### src/rtl/irq_flag_bank_if.sv
// CPU/peripheral-side bundle of the interrupt flag bank: control lines,
// read/deselect strobes, and the flag/lock/IRQ outputs.
interface irq_flag_bank_if #(
   parameter int NCH = 2
);
   // readp and deselect are single-cycle strobes with no ready/back-pressure:
   // readp opens a read (arms the clear), deselect closes it, and the bank
   // accepts each strobe on the clk edge where it is high.
   logic [NCH-1:0] ctrl_in;
   logic [NCH-1:0] edge_sel;
   logic [NCH-1:0] irq_en;
   logic           readp;
   logic           deselect;
   logic [NCH-1:0] flags;
   logic           locked;
   logic           irq_n;

   modport master (
      output ctrl_in, edge_sel, irq_en, readp, deselect,
      input  flags, locked, irq_n
   );

   modport slave (
      input  ctrl_in, edge_sel, irq_en, readp, deselect,
      output flags, locked, irq_n
   );
endinterface

### src/rtl/irq_flag_bank.sv
// NCH-channel PIA-style interrupt flags: edge-set flags, read/deselect clear
// that preserves edges arriving mid-read, and one combined active-low IRQ.
module irq_flag_bank #(
   parameter int NCH = 2
) (
   input  logic            clk,
   input  logic            nreset,
   irq_flag_bank_if.slave  bus
);

   typedef enum logic {
      ST_UNLOCKED = 1'b0,
      ST_LOCKED   = 1'b1
   } lock_state_e;

   lock_state_e    state_q, state_d;
   logic [NCH-1:0] flags_q, flags_d;
   logic [NCH-1:0] pending_q, pending_d;
   logic [NCH-1:0] snapshot_q, snapshot_d;
   logic [NCH-1:0] ctrl_d_q, ctrl_d_d;
   logic           primed_q, primed_d;
   logic [NCH-1:0] edge_det;

   always_ff @(posedge clk) begin
      if (!nreset) begin
         state_q    <= ST_UNLOCKED;
         flags_q    <= '0;
         pending_q  <= '0;
         snapshot_q <= '0;
         ctrl_d_q   <= '0;
         primed_q   <= 1'b0;
      end else begin
         state_q    <= state_d;
         flags_q    <= flags_d;
         pending_q  <= pending_d;
         snapshot_q <= snapshot_d;
         ctrl_d_q   <= ctrl_d_d;
         primed_q   <= primed_d;
      end
   end

   // primed masks the first post-reset cycle, when ctrl_d_q holds the reset
   // zero rather than a real previous level.
   always_comb begin
      edge_det = '0;
      if (primed_q) begin
         edge_det = (bus.edge_sel & ~ctrl_d_q & bus.ctrl_in) |
                    (~bus.edge_sel & ctrl_d_q & ~bus.ctrl_in);
      end
   end

   always_comb begin
      state_d    = state_q;
      flags_d    = flags_q | edge_det;
      pending_d  = pending_q;
      snapshot_d = snapshot_q;
      ctrl_d_d   = bus.ctrl_in;
      primed_d   = 1'b1;

      case (state_q)
         ST_UNLOCKED: begin
            if (bus.readp) begin
               snapshot_d = flags_q;
               pending_d  = '0;
               state_d    = ST_LOCKED;
            end
         end
         ST_LOCKED: begin
            pending_d = pending_q | (edge_det & snapshot_q);
            // Snapshot channels clear to whatever arrived during the read.
            if (bus.deselect) begin
               flags_d    = (snapshot_q & (pending_q | edge_det)) |
                            (~snapshot_q & (flags_q | edge_det));
               snapshot_d = '0;
               pending_d  = '0;
               state_d    = ST_UNLOCKED;
            end
         end
         default: state_d = ST_UNLOCKED;
      endcase
   end

   assign bus.flags  = flags_q;
   assign bus.locked = (state_q == ST_LOCKED);
   assign bus.irq_n  = ~|(flags_q & bus.irq_en);

endmodule

### src/flat_wrapper.sv
// flat-port wrapper written by rule: the top's interface ports become plain ports
module irq_flag_bank_flat 
#(
   parameter int NCH = 2
)
  (clk, nreset, bus_ctrl_in, bus_edge_sel, bus_irq_en, bus_readp, bus_deselect, bus_flags, bus_locked, bus_irq_n);
  irq_flag_bank_if #(.NCH(NCH)) bus_i ();
  input  logic clk;
  input  logic nreset;
  input wire logic [$bits(bus_i.ctrl_in)-1:0] bus_ctrl_in;
  input wire logic [$bits(bus_i.edge_sel)-1:0] bus_edge_sel;
  input wire logic [$bits(bus_i.irq_en)-1:0] bus_irq_en;
  input wire logic [$bits(bus_i.readp)-1:0] bus_readp;
  input wire logic [$bits(bus_i.deselect)-1:0] bus_deselect;
  output wire logic [$bits(bus_i.flags)-1:0] bus_flags;
  output wire logic [$bits(bus_i.locked)-1:0] bus_locked;
  output wire logic [$bits(bus_i.irq_n)-1:0] bus_irq_n;
  assign bus_i.ctrl_in = bus_ctrl_in;
  assign bus_i.edge_sel = bus_edge_sel;
  assign bus_i.irq_en = bus_irq_en;
  assign bus_i.readp = bus_readp;
  assign bus_i.deselect = bus_deselect;
  assign bus_flags = bus_i.flags;
  assign bus_locked = bus_i.locked;
  assign bus_irq_n = bus_i.irq_n;
  irq_flag_bank #(.NCH(NCH)) u_core (.clk(clk), .nreset(nreset), .bus(bus_i));
endmodule
### config.mk
export PLATFORM = sky130hd
export DESIGN_NAME = irq_flag_bank_flat
export DESIGN_NICKNAME = d
export VERILOG_FILES = /design/src/rtl/irq_flag_bank_if.sv /design/src/rtl/irq_flag_bank.sv /design/src/flat_wrapper.sv
export SDC_FILE = /design/constraint.sdc
export NUM_CORES = 1
export LEC_CHECK = 0
export CORE_MARGIN = 10
export CORE_UTILIZATION = 31
export CTS_CLUSTER_SIZE = 40
export DETAILED_ROUTE_END_ITERATION = 12
export HOLD_SLACK_MARGIN = 0.15
export PLACE_DENSITY_LB_ADDON = 0.05
export REMOVE_ABC_BUFFERS = 1
export SLEW_MARGIN = 0
export SYNTH_ARGS = -nofsm -noshare
export SYNTH_HDL_FRONTEND = slang
export SYNTH_SLANG_ARGS = --single-unit
### constraint.sdc
create_clock -name clk -period 2 [get_ports clk]
set_clock_uncertainty 0.05 [all_clocks]
set_input_delay 0.2 -clock clk [delete_from_list [all_inputs] [get_ports clk]]
set_output_delay 0.2 -clock clk [all_outputs]
set_load 0.02 [all_outputs]
==> results of run 1 <==
[cell type report]
class	instances	share of cell area, %
inverter	2	1.31
multi-input combinational	32	34.2
sequential	10	34.9
clock buffer	3	3.92
tap	14	3.05
timing repair buffer	13	22.7
[flip-flops by register name (all words and copies together), names as in the netlist]
| signal | flops |
|---|---|
| u_core.bus.flags | 2 |
| u_core.bus.locked | 1 |
| u_core.ctrl_d_q | 2 |
| u_core.pending_q | 2 |
| u_core.primed_q | 1 |
| u_core.snapshot_q | 2 |
[worst max path at each step]
| stage | from | end | slack, ps | depth (start not counted) |
|---|---|---|---|---|
| after floorplan | u_core.bus.locked | u_core.bus.flags[1] | 710 | 3 |
| after global placement | bus_irq_en[0] | bus_irq_n | 350 | 3 |
| after detailed placement | bus_irq_en[0] | bus_irq_n | 330 | 3 |
| after CTS | bus_irq_en[0] | bus_irq_n | 320 | 3 |
| after global routing | u_core.bus.flags[0] | bus_irq_n | 290 | 2 |
| final | bus_irq_en[0] | bus_irq_n | 330 | 3 |
[Yosys cell counts (all sizes together), types with 2 or more instances]
cell type / n
nand2: 3
a21oi: 2
dfxtp: 10
o22ai: 2
and3: 2
mux2i: 2
a22oi: 3
nand3: 3
nor2: 5
and2: 2
nand2b: 3
inv: 2
[per-layer routing]
layer,up-vias,part of all wire (%)
met5,-,0
met4,0,0
met3,0,6.5
met2,16,42
met1,173,52
li1,192,-
[worst register-to-register path: stages, from the launching register on]
cell and delay [ps]:
dfxtp_1 450, nand3_1 130, and3_1 190, a311o_1 300
[power by group]
group / total (W) / switching, W / internal (W) / leakage [nW]
clock: 0.000133 / 0.0000633 / 0.0000693 / 0.0138
combinational: 0.0000632 / 0.0000273 / 0.0000359 / 0.129
sequential: 0.000215 / 0.00000759 / 0.000208 / 0.0821
total: 0.000411 / 0.0000981 / 0.000313 / 0.225
[logic make-up (layout without fill, tap and decap cells)]
kind of cell / count (synthesis) / count (layout) / synth area share, %
flops: 10 / 10 / 49.5
buf+inv: 2 / 18 / 1.86
simple gates: 20 / 20 / 25.7
mux: 2 / 2 / 4.95
compound gates: 10 / 10 / 18.0
[stage by stage]
step	total power, W	util, %	std cells
4_1_cts	0.000414	49.0	74
3_3_place_gp	0.000282	47.1	71
6_report	0.000411	49.0	74
3_5_place_dp	0.000283	47.1	71
5_1_grt	0.000432	49.0	74
2_1_floorplan	0.000245	-	44
==> key figures, run 1 <==
Floorplan
  • Initial core utilization: 34.5%
  • Boundary pin count: 14
  • Die area: 0.00315 mm^2
  • Core area: 0.00117 mm^2
  • Height of the die: 56.1 um
  • Site Rows: 12
  • DIE WIDTH: 56.1 um

Final layout
  • Final net count: 72
  • Area of the multi-input gates: 196 um^2
  • Final instance area: 574 um^2
  • Layout area overhead: 42.1%
  • Fillcell total: 114
  • Register area: 200 um^2
  • N_diodes: 0
  • Commonest non-fill, non-tap cell in the layout: clkdlybuf4s50_1
  • Most frequent cells in the layout: clkdlybuf4s50_1 (13), dfxtp_1 (10), nor2_1 (5)
  • Fraction of layout cells with a size suffix above 1: 5.00%

Place
  • RePlAce Congestion: 0.742
  • Placed Area: 552 um^2
  • Hpwl dp: 754 um
  • PortBufs: 13
  • Worst slack at placement: 328 ps

Synth
  • Synth unique cells: 17
  • Seq/Total Area, Yosys: 49.5%
  • Top-area cell type share of the netlist area: 49.5%
  • Yosys top cell by area: dfxtp_1
  • Synth top area cells: dfxtp_1 (50%), a22oi_1 (5.6%), mux2i_1 (5.0%), nand2b_1 (4.6%), nor2_1 (4.6%)
  • Synthesized flop and latch total: 10
  • Primary FF master, synth: dfxtp_1
  • Gate Count Post-Synth: 44
  • Post-synth EDFFs: 0
  • Mapped Area: 404 um^2
  • Avg Cell Area, Syn: 9.18 um^2
  • Ys async rst share: 0%
  • Yosys warnings: 0

Critical path
  • CP max stage delay: 630 ps
  • Worst R2R Path Depth: 3
  • CP required: 1750 ps
  • Setup crit end kind: primary output
  • CP Max Fanout: 1
  • Worst r2r dst: u_core.bus.flags[1]
  • Type of origin of the critical path: input port
  • CP bufs+invs: 2
  • Critical path class: in2out
  • R2r setup slk: 770 ps
  • Worst path top cell family by delay: buffers and inverters
  • Most frequent CP cell: clkdlybuf4s50_1
  • Reg-to-Reg Start: u_core.bus.locked
  • CP max-delay cell: clkdlybuf4s50_1
  • Worst EP arrival: 1420 ps
  • CP Cell Sequence: clkdlybuf4s50_1 -> a22oi_1 -> clkdlybuf4s50_1

Route
  • Avg WL per Cell: 12.8 um
  • Initial detailed-routing violation count: 4
  • Via count: 381
  • # DRC: 0
  • DRT Pass-1 Iters: 4
  • Routed WL: 948 um
  • Vias/cell: 5.15
  • Antenna viol nets, final: 0

Global route
  • Number of global-route vias before repair: 339
  • Global-route wire length before repair: 1480 um
  • Initial antenna violation count: 0
  • Pin count of the biggest net entering global routing: 11
  • GRT Util Overall: 5.71%
  • Met3 Use GR: 2.51%
  • Total gr overflow: 0
  • Grt met2 use: 7.72%
  • GR Util met1: 7.24%
  • Most used routing layer: met2

Hold path
  • Hold WC Path Type: reg2reg
  • Hold depth: 2
  • WHS Endpoint: u_core.pending_q[0]
  • Hold Path Origin: u_core.pending_q[0]

Clock tree
  • Root buf cell: clkbuf_4
  • Clock insertion delay at the later pin of the skew report: 250 ps
  • Clock buffer depth: 2
  • Post-CTS Setup Inserts: 0
  • CTS tree: yes
  • H-tree depth: 1
  • Num CTS Buffers: 3
  • Post-CTS sizing: 0
  • Hold_buf cts: 0
  • Clock tree sinks: 10
  • Worst-path clk slew: 60 ps

Power
  • Max rail drop VDD: 0.000408 V
  • Lkg Pwr: 0.225 nW
  • Pwr dens: 716 mW/mm^2

STA
  • Slew HR: 76.7%
  • Period utilization: 83.6%
  • Final Max Tran Viols: 0
  • Endpoints failing setup: 0
  • Fmax: 0.598 GHz
  • RSZ-0062 raised after global routing: false
  • Hold Violations, Final: 0
  • PnR worst setup slack: 327 ps
  • Worst hold margin: 427 ps
  • Worst-Margin Slew: 340 ps
  • Fin crit period: 1670 ps
  • Setup TNS: 0 ps

Run
  • Max cap viols: 0

Run status
  • Outcome: finished, final reports clean
(Power assumes the default switching activity.)
==> run 2, diff against run 1 <==
- clock period: 2 -> 1.55 ns (I/O delays scaled with it)
==> run 2 against run 1 <==
Routed wire length increased by 5.0%. Via count increased by 1.6%. Largest cell class unchanged. Worst setup slack got worse by 260 ps. Sequential power increased by 29%.
==> key figures, run 2 (synthesis gave the netlist of run 1 again) <==
Run status
  • Outcome: finished, final reports clean

Floorplan
  • Initial core utilization: 34.5% (unchanged)
  • Boundary pin count: 14 (unchanged)
  • Die area: 0.00315 mm^2 (unchanged)
  • Core area: 0.00117 mm^2 (unchanged)
  • Height of the die: 56.1 um (unchanged)
  • DIE WIDTH: 56.1 um (unchanged)
  • Site Rows: 12 (unchanged)

STA
  • Fmax: 0.675 GHz
  • Worst-Margin Slew: 370 ps (+30.3 ps)
  • Slew HR: 74.6% (-2.1 points)
  • PnR worst setup slack: 69.0 ps (-258 ps)
  • Endpoints failing setup: 0 (unchanged)
  • Fin crit period: 1480 ps
  • Final Max Tran Viols: 0 (unchanged)
  • RSZ-0062 raised after global routing: false
  • Hold Violations, Final: 0 (unchanged)
  • Period utilization: 95.5%

Place
  • RePlAce Congestion: 0.776 (+4.5%)
  • PortBufs: 13 (unchanged)
  • Worst slack at placement: -20.2 ps (-348 ps)
  • Hpwl dp: 803 um (+6.6%)
  • Cell count after placement: 72 (+1.4%)

Global route
  • Initial antenna violation count: 0 (unchanged)
  • GRT Util Overall: 5.85% (+0.13 points)
  • Pin count of the biggest net entering global routing: 9 (-2)
  • Total gr overflow: 0 (unchanged)
  • Number of global-route vias before repair: 360 (+6.2%)
  • Global-route wire length before repair: 1490 um (+0.95%)

Clock tree
  • Clock buffer depth: 2 (unchanged)
  • Clock tree sinks: 10 (unchanged)
  • CTS tree: yes
  • Clock insertion delay at the later pin of the skew report: 260 ps (about the same)
  • Worst-path clk slew: 60 ps (about the same)
  • Num CTS Buffers: 3 (unchanged)
  • Root buf cell: clkbuf_4
  • Post-CTS Setup Inserts: 0 (unchanged)
  • H-tree depth: 1 (unchanged)

Route
  • Initial detailed-routing violation count: 10 (+6)
  • # DRC: 0 (unchanged)
  • Vias/cell: 5.16 (+0.22%)
  • Routed WL: 995 um (+5.0%)
  • Via count: 387 (+1.6%)
  • Antenna viol nets, final: 0 (unchanged)
  • Avg WL per Cell: 13.3 um (+3.6%)
  • DRT Pass-1 Iters: 2 (-2)

Critical path
  • Reg-to-Reg Start: u_core.bus.locked
  • CP max-delay cell: clkdlybuf4s50_1
  • Worst R2R Path Depth: 3 (unchanged)
  • Worst EP arrival: 1280 ps (-140 ps)
  • CP Max Fanout: 4 (+3)
  • Critical path class: reg2out
  • Worst path top cell family by delay: buffers and inverters
  • CP Launch Point: u_core.bus.flags[0]
  • R2r setup slk: 320 ps (-450 ps)
  • CP Capture Point: bus_flags[0]
  • CP Cell Sequence: clkdlybuf4s50_1
  • CP max stage delay: 630 ps (about the same)
  • CP required: 1340 ps (-410 ps)
  • Stages on worst setup path: 1 (-2)
  • Worst r2r dst: u_core.pending_q[1]
  • Type of origin of the critical path: flip-flop
  • CP bufs+invs: 1 (-1)
  • Setup crit end kind: primary output

Final layout
  • N_diodes: 0 (unchanged)
  • Register area: 200 um^2 (unchanged)
  • Commonest non-fill, non-tap cell in the layout: clkdlybuf4s50_1
  • Layout area overhead: 43.3%
  • Non-Filler Instances: 75 (+1.4%)
  • Area of the multi-input gates: 196 um^2 (unchanged)
  • Final net count: 73 (+1.4%)
  • Most frequent cells in the layout: clkdlybuf4s50_1 (11), dfxtp_1 (10), nor2_1 (5)
  • Fin util: 49.5% (+0.43 points)
  • Fillcell total: 112 (-1.8%)
  • Fraction of layout cells with a size suffix above 1: 6.56% (+1.6 points)

Run
  • Max cap viols: 0 (unchanged)

Power
  • Pwr dens: 921 mW/mm^2 (+29%)
  • Lkg Pwr: 0.232 nW (+3.0%)
  • Max rail drop VDD: 0.000403 V (-1.2%)

Hold path
  • Hold WC Path Type: reg2reg
run 2: changes by cell type in the layout (fill, tap and decap cells not counted), sizes merged:
cell | previous run | this run
buf | 0 | 1
clkdlybuf4s50 | 13 | 11
dlygate4sd2 | 0 | 2
run 2: worst register-to-register path, stage by stage (launching register included):
cell     delay, ps
dfxtp_1        440
mux2i_1        400
and3_1         210
a31o_1          90
run 2: worst min path at each step:
stage | cells after the start | slack, ps | end | start
finish | 2 | 440 | u_core.pending_q[0] | u_core.pending_q[0]
global placement | 2 | 410 | u_core.pending_q[0] | u_core.pending_q[0]
CTS | 2 | 440 | u_core.pending_q[0] | u_core.pending_q[0]
floorplan | 0 | 130 | u_core.primed_q | nreset
detailed placement | 2 | 430 | u_core.pending_q[0] | u_core.pending_q[0]
global route | 2 | 470 | u_core.pending_q[0] | u_core.pending_q[0]
run 2: what timing repair did:
| action | 4_1_cts | 5_1_grt |
|---|---|---|
| hold buffers | 0 | 0 |
| endpoints found under the hold margin | 0 | 0 |
| resized for setup | 2 | 0 |
| endpoints found under the setup margin | 2 | 0 |
run 2: cell type report:
cell class,count,area share [%]
Multi-Input combinational cell,32,33.9
Inverter,2,1.30
Clock buffer,3,3.89
Sequential cell,10,34.6
Timing Repair Buffer,14,23.3
Tap cell,14,3.02
run 2: per-layer routing:
| layer | GRT usage [%] | part of all wire [%] |
|---|---|---|
| met5 | 0 | 0 |
| met4 | 4.10 | 1.1 |
| met3 | 2.73 | 6.8 |
| met2 | 8.35 | 45 |
| met1 | 6.62 | 47 |
run 2: per-stage QoR:
stage                     cell area [um^2]  hold WS, ps  TNS (ps)  power, W
after floorplan                        404          133         0  0.000316
after global placement                 559          411     -10.8  0.000366
after detailed placement               559          428     -20.2  0.000368
after CTS                              579          439         0  0.000542
after global routing                   579          467         0  0.000559
final                                  579          441         0  0.000534
run 2: where the power goes:
| part | switching [W] | internal [W] |
|---|---|---|
| sequential | 0.0000101 | 0.000268 |
| clock | 0.0000852 | 0.0000896 |
| combinational | 0.0000355 | 0.0000454 |
| total | 0.000131 | 0.000403 |
==> run 3, diff against run 2 <==
- CORE_MARGIN: 10 -> 2
==> run 3 against run 2 <==
Utilization fell by 3.1 points. Die area fell by 49%. Clock power barely moved. Sequential power barely moved. Combinational power fell by 1%. Routed wire length fell by 11%. Hold slack got worse by 9.6 ps. Sequential cell count did not move. Register-to-register slack barely moved. Critical endpoint unchanged. Largest power group unchanged. Highest routed layer unchanged.
==> key figures, run 3 (synthesis gave the netlist of run 1 again) <==
Power
  • Pwr Total: 0.000532 W (-0.30%)
  • Max rail drop VDD: 0.000378 V (-6.3%)
  • Lkg Pwr: 0.232 nW (unchanged)
  • Pwr dens: 916 mW/mm^2 (-0.52%)

Place
  • RePlAce Congestion: 0.773 (-0.34%)
  • PortBufs: 13 (unchanged)
  • Worst slack at placement: -14.7 ps (+5.41 ps)
  • Cell count after placement: 73 (+1.4%)
  • Hpwl dp: 698 um (-13%)

Critical path
  • Reg-to-Reg Start: u_core.bus.locked
  • CP max-delay cell: clkdlybuf4s50_1
  • Setup crit end kind: primary output
  • CP bufs+invs: 1 (unchanged)
  • R2r setup slk: 310 ps (about the same)
  • Type of origin of the critical path: flip-flop
  • Worst path top cell family by delay: buffers and inverters
  • CP max stage delay: 620 ps (about the same)
  • Worst EP arrival: 1260 ps (-20 ps)
  • Worst r2r dst: u_core.bus.flags[1]
  • CP Cell Sequence: clkdlybuf4s50_1
  • Critical path class: reg2out
  • CP required: 1340 ps (about the same)
  • Worst R2R Path Depth: 3 (unchanged)
  • CP Max Fanout: 4 (unchanged)

Floorplan
  • Die area: 0.00161 mm^2 (-49%)
  • DIE WIDTH: 40.1 um (-29%)
  • Boundary pin count: 14 (unchanged)
  • Site Rows: 13 (+1)
  • Height of the die: 40.1 um (-29%)
  • Initial core utilization: 32.3% (-2.2 points)
  • Core area: 0.00125 mm^2 (+6.9%)

Global route
  • GRT Util Overall: 13.8% (+7.9 points)
  • Total gr overflow: 0 (unchanged)
  • Number of global-route vias before repair: 336 (-6.7%)
  • Pin count of the biggest net entering global routing: 9 (unchanged)
  • Initial antenna violation count: 0 (unchanged)
  • Global-route wire length before repair: 1410 um (-5.1%)

Final layout
  • Layout area overhead: 43.7%
  • N_diodes: 0 (unchanged)
  • Non-Filler Instances: 76 (+1.3%)
  • Most frequent cells in the layout: clkdlybuf4s50_1 (11), dfxtp_1 (10), nor2_1 (5)
  • Final net count: 73 (unchanged)
  • Fraction of layout cells with a size suffix above 1: 6.56% (unchanged)
  • Commonest non-fill, non-tap cell in the layout: clkdlybuf4s50_1

STA
  • Final Max Tran Viols: 0 (unchanged)
  • RSZ-0062 raised after global routing: false
  • Period utilization: 94.4% (-1.2 points)
  • Fmax: 0.684 GHz (+1.2%)
  • Fin crit period: 1460 ps (-18.0 ps)
  • PnR worst setup slack: 87.0 ps (+18.0 ps)
  • Worst-Margin Slew: 339 ps (-31.0 ps)
  • Endpoints failing setup: 0 (unchanged)
  • Slew HR: 76.7% (+2.1 points)
  • Hold Violations, Final: 0 (unchanged)

Run status
  • Outcome: finished, final reports clean

Route
  • Post-Route M1 WL: 357 um (-23%)
  • Met2 wire length: 420 um (-6.7%)
  • Top Layer Used: met4
  • Met3 wire length: 85 um (+25%)
  • Via count: 379 (-2.1%)
  • Vias/cell: 4.99 (-3.4%)
  • Initial detailed-routing violation count: 4 (-6)
  • Routed WL: 883 um (-11%)
  • Antenna viol nets, final: 0 (unchanged)
  • # DRC: 0 (unchanged)
  • DRT Pass-1 Iters: 4 (+2)
  • Avg WL per Cell: 11.6 um (-12%)

Clock tree
  • Root buf cell: clkbuf_4
  • H-tree depth: 1 (unchanged)
  • Clock buffer depth: 2 (unchanged)
  • Hold_buf cts: 0 (unchanged)
  • Worst-path clk slew: 60 ps (about the same)
  • Post-CTS Setup Inserts: 0 (unchanged)
  • Post-CTS sizing: 2 (unchanged)
  • Clock insertion delay at the later pin of the skew report: 270 ps (about the same)
  • Num CTS Buffers: 3 (unchanged)
  • Clock tree sinks: 10 (unchanged)
  • CTS tree: yes

Hold path
  • WHS Endpoint: u_core.pending_q[0]
  • Hold Path Origin: u_core.pending_q[0]
  • Hold depth: 2 (unchanged)
  • Hold WC Path Type: reg2reg

Run
  • Max cap viols: 0 (unchanged)
run 3: cell counts in the layout (fill, tap and decap cells not counted):
No cell type changed its count.
run 3: where the power goes:
group / internal [W] / switching [W] / total [W]
registers: 0.000268 / 0.00000995 / 0.000278
logic: 0.0000453 / 0.0000347 / 0.0000800
clock network: 0.0000896 / 0.0000845 / 0.000174
run 3: layout make-up:
class	count	area (um^2)
tap	15	18.8
multi-input combinational	32	196
clock buffer	3	22.5
fill	133	672
timing repair buffer	14	135
sequential	10	200
inverter	2	7.51
run 3: per-stage QoR:
stage	setup TNS (ps)	util [%]	area (um^2)	hold slack, ps
floorplan	0	-	404	133
global placement	-3.49	44.8	561	412
detailed placement	-14.7	44.8	561	428
CTS	0	46.4	581	437
global route	0	46.4	581	472
finish	0	46.4	581	432
run 3: how the worst max path moves through the flow:
| stage | endpoint | startpoint | slack (ps) | cells past startpoint |
|---|---|---|---|---|
| 2_1_floorplan | u_core.bus.flags[1] | u_core.bus.locked | 260 | 3 |
| 3_3_place_gp | bus_irq_n | bus_irq_en[0] | -3 | 3 |
| 3_5_place_dp | bus_irq_n | bus_irq_en[0] | -10 | 3 |
| 4_1_cts | bus_flags[1] | u_core.bus.flags[1] | 60 | 1 |
| 5_1_grt | bus_flags[1] | u_core.bus.flags[1] | 20 | 1 |
| 6_report | bus_flags[0] | u_core.bus.flags[0] | 90 | 1 |
run 3: routing by layer:
metal / track usage (%) / vias up
li1: - / 196
met1: 15.2 / 164
met2: 22.2 / 17
met3: 3.89 / 2
met4: 10.3 / 0
met5: 0 / -
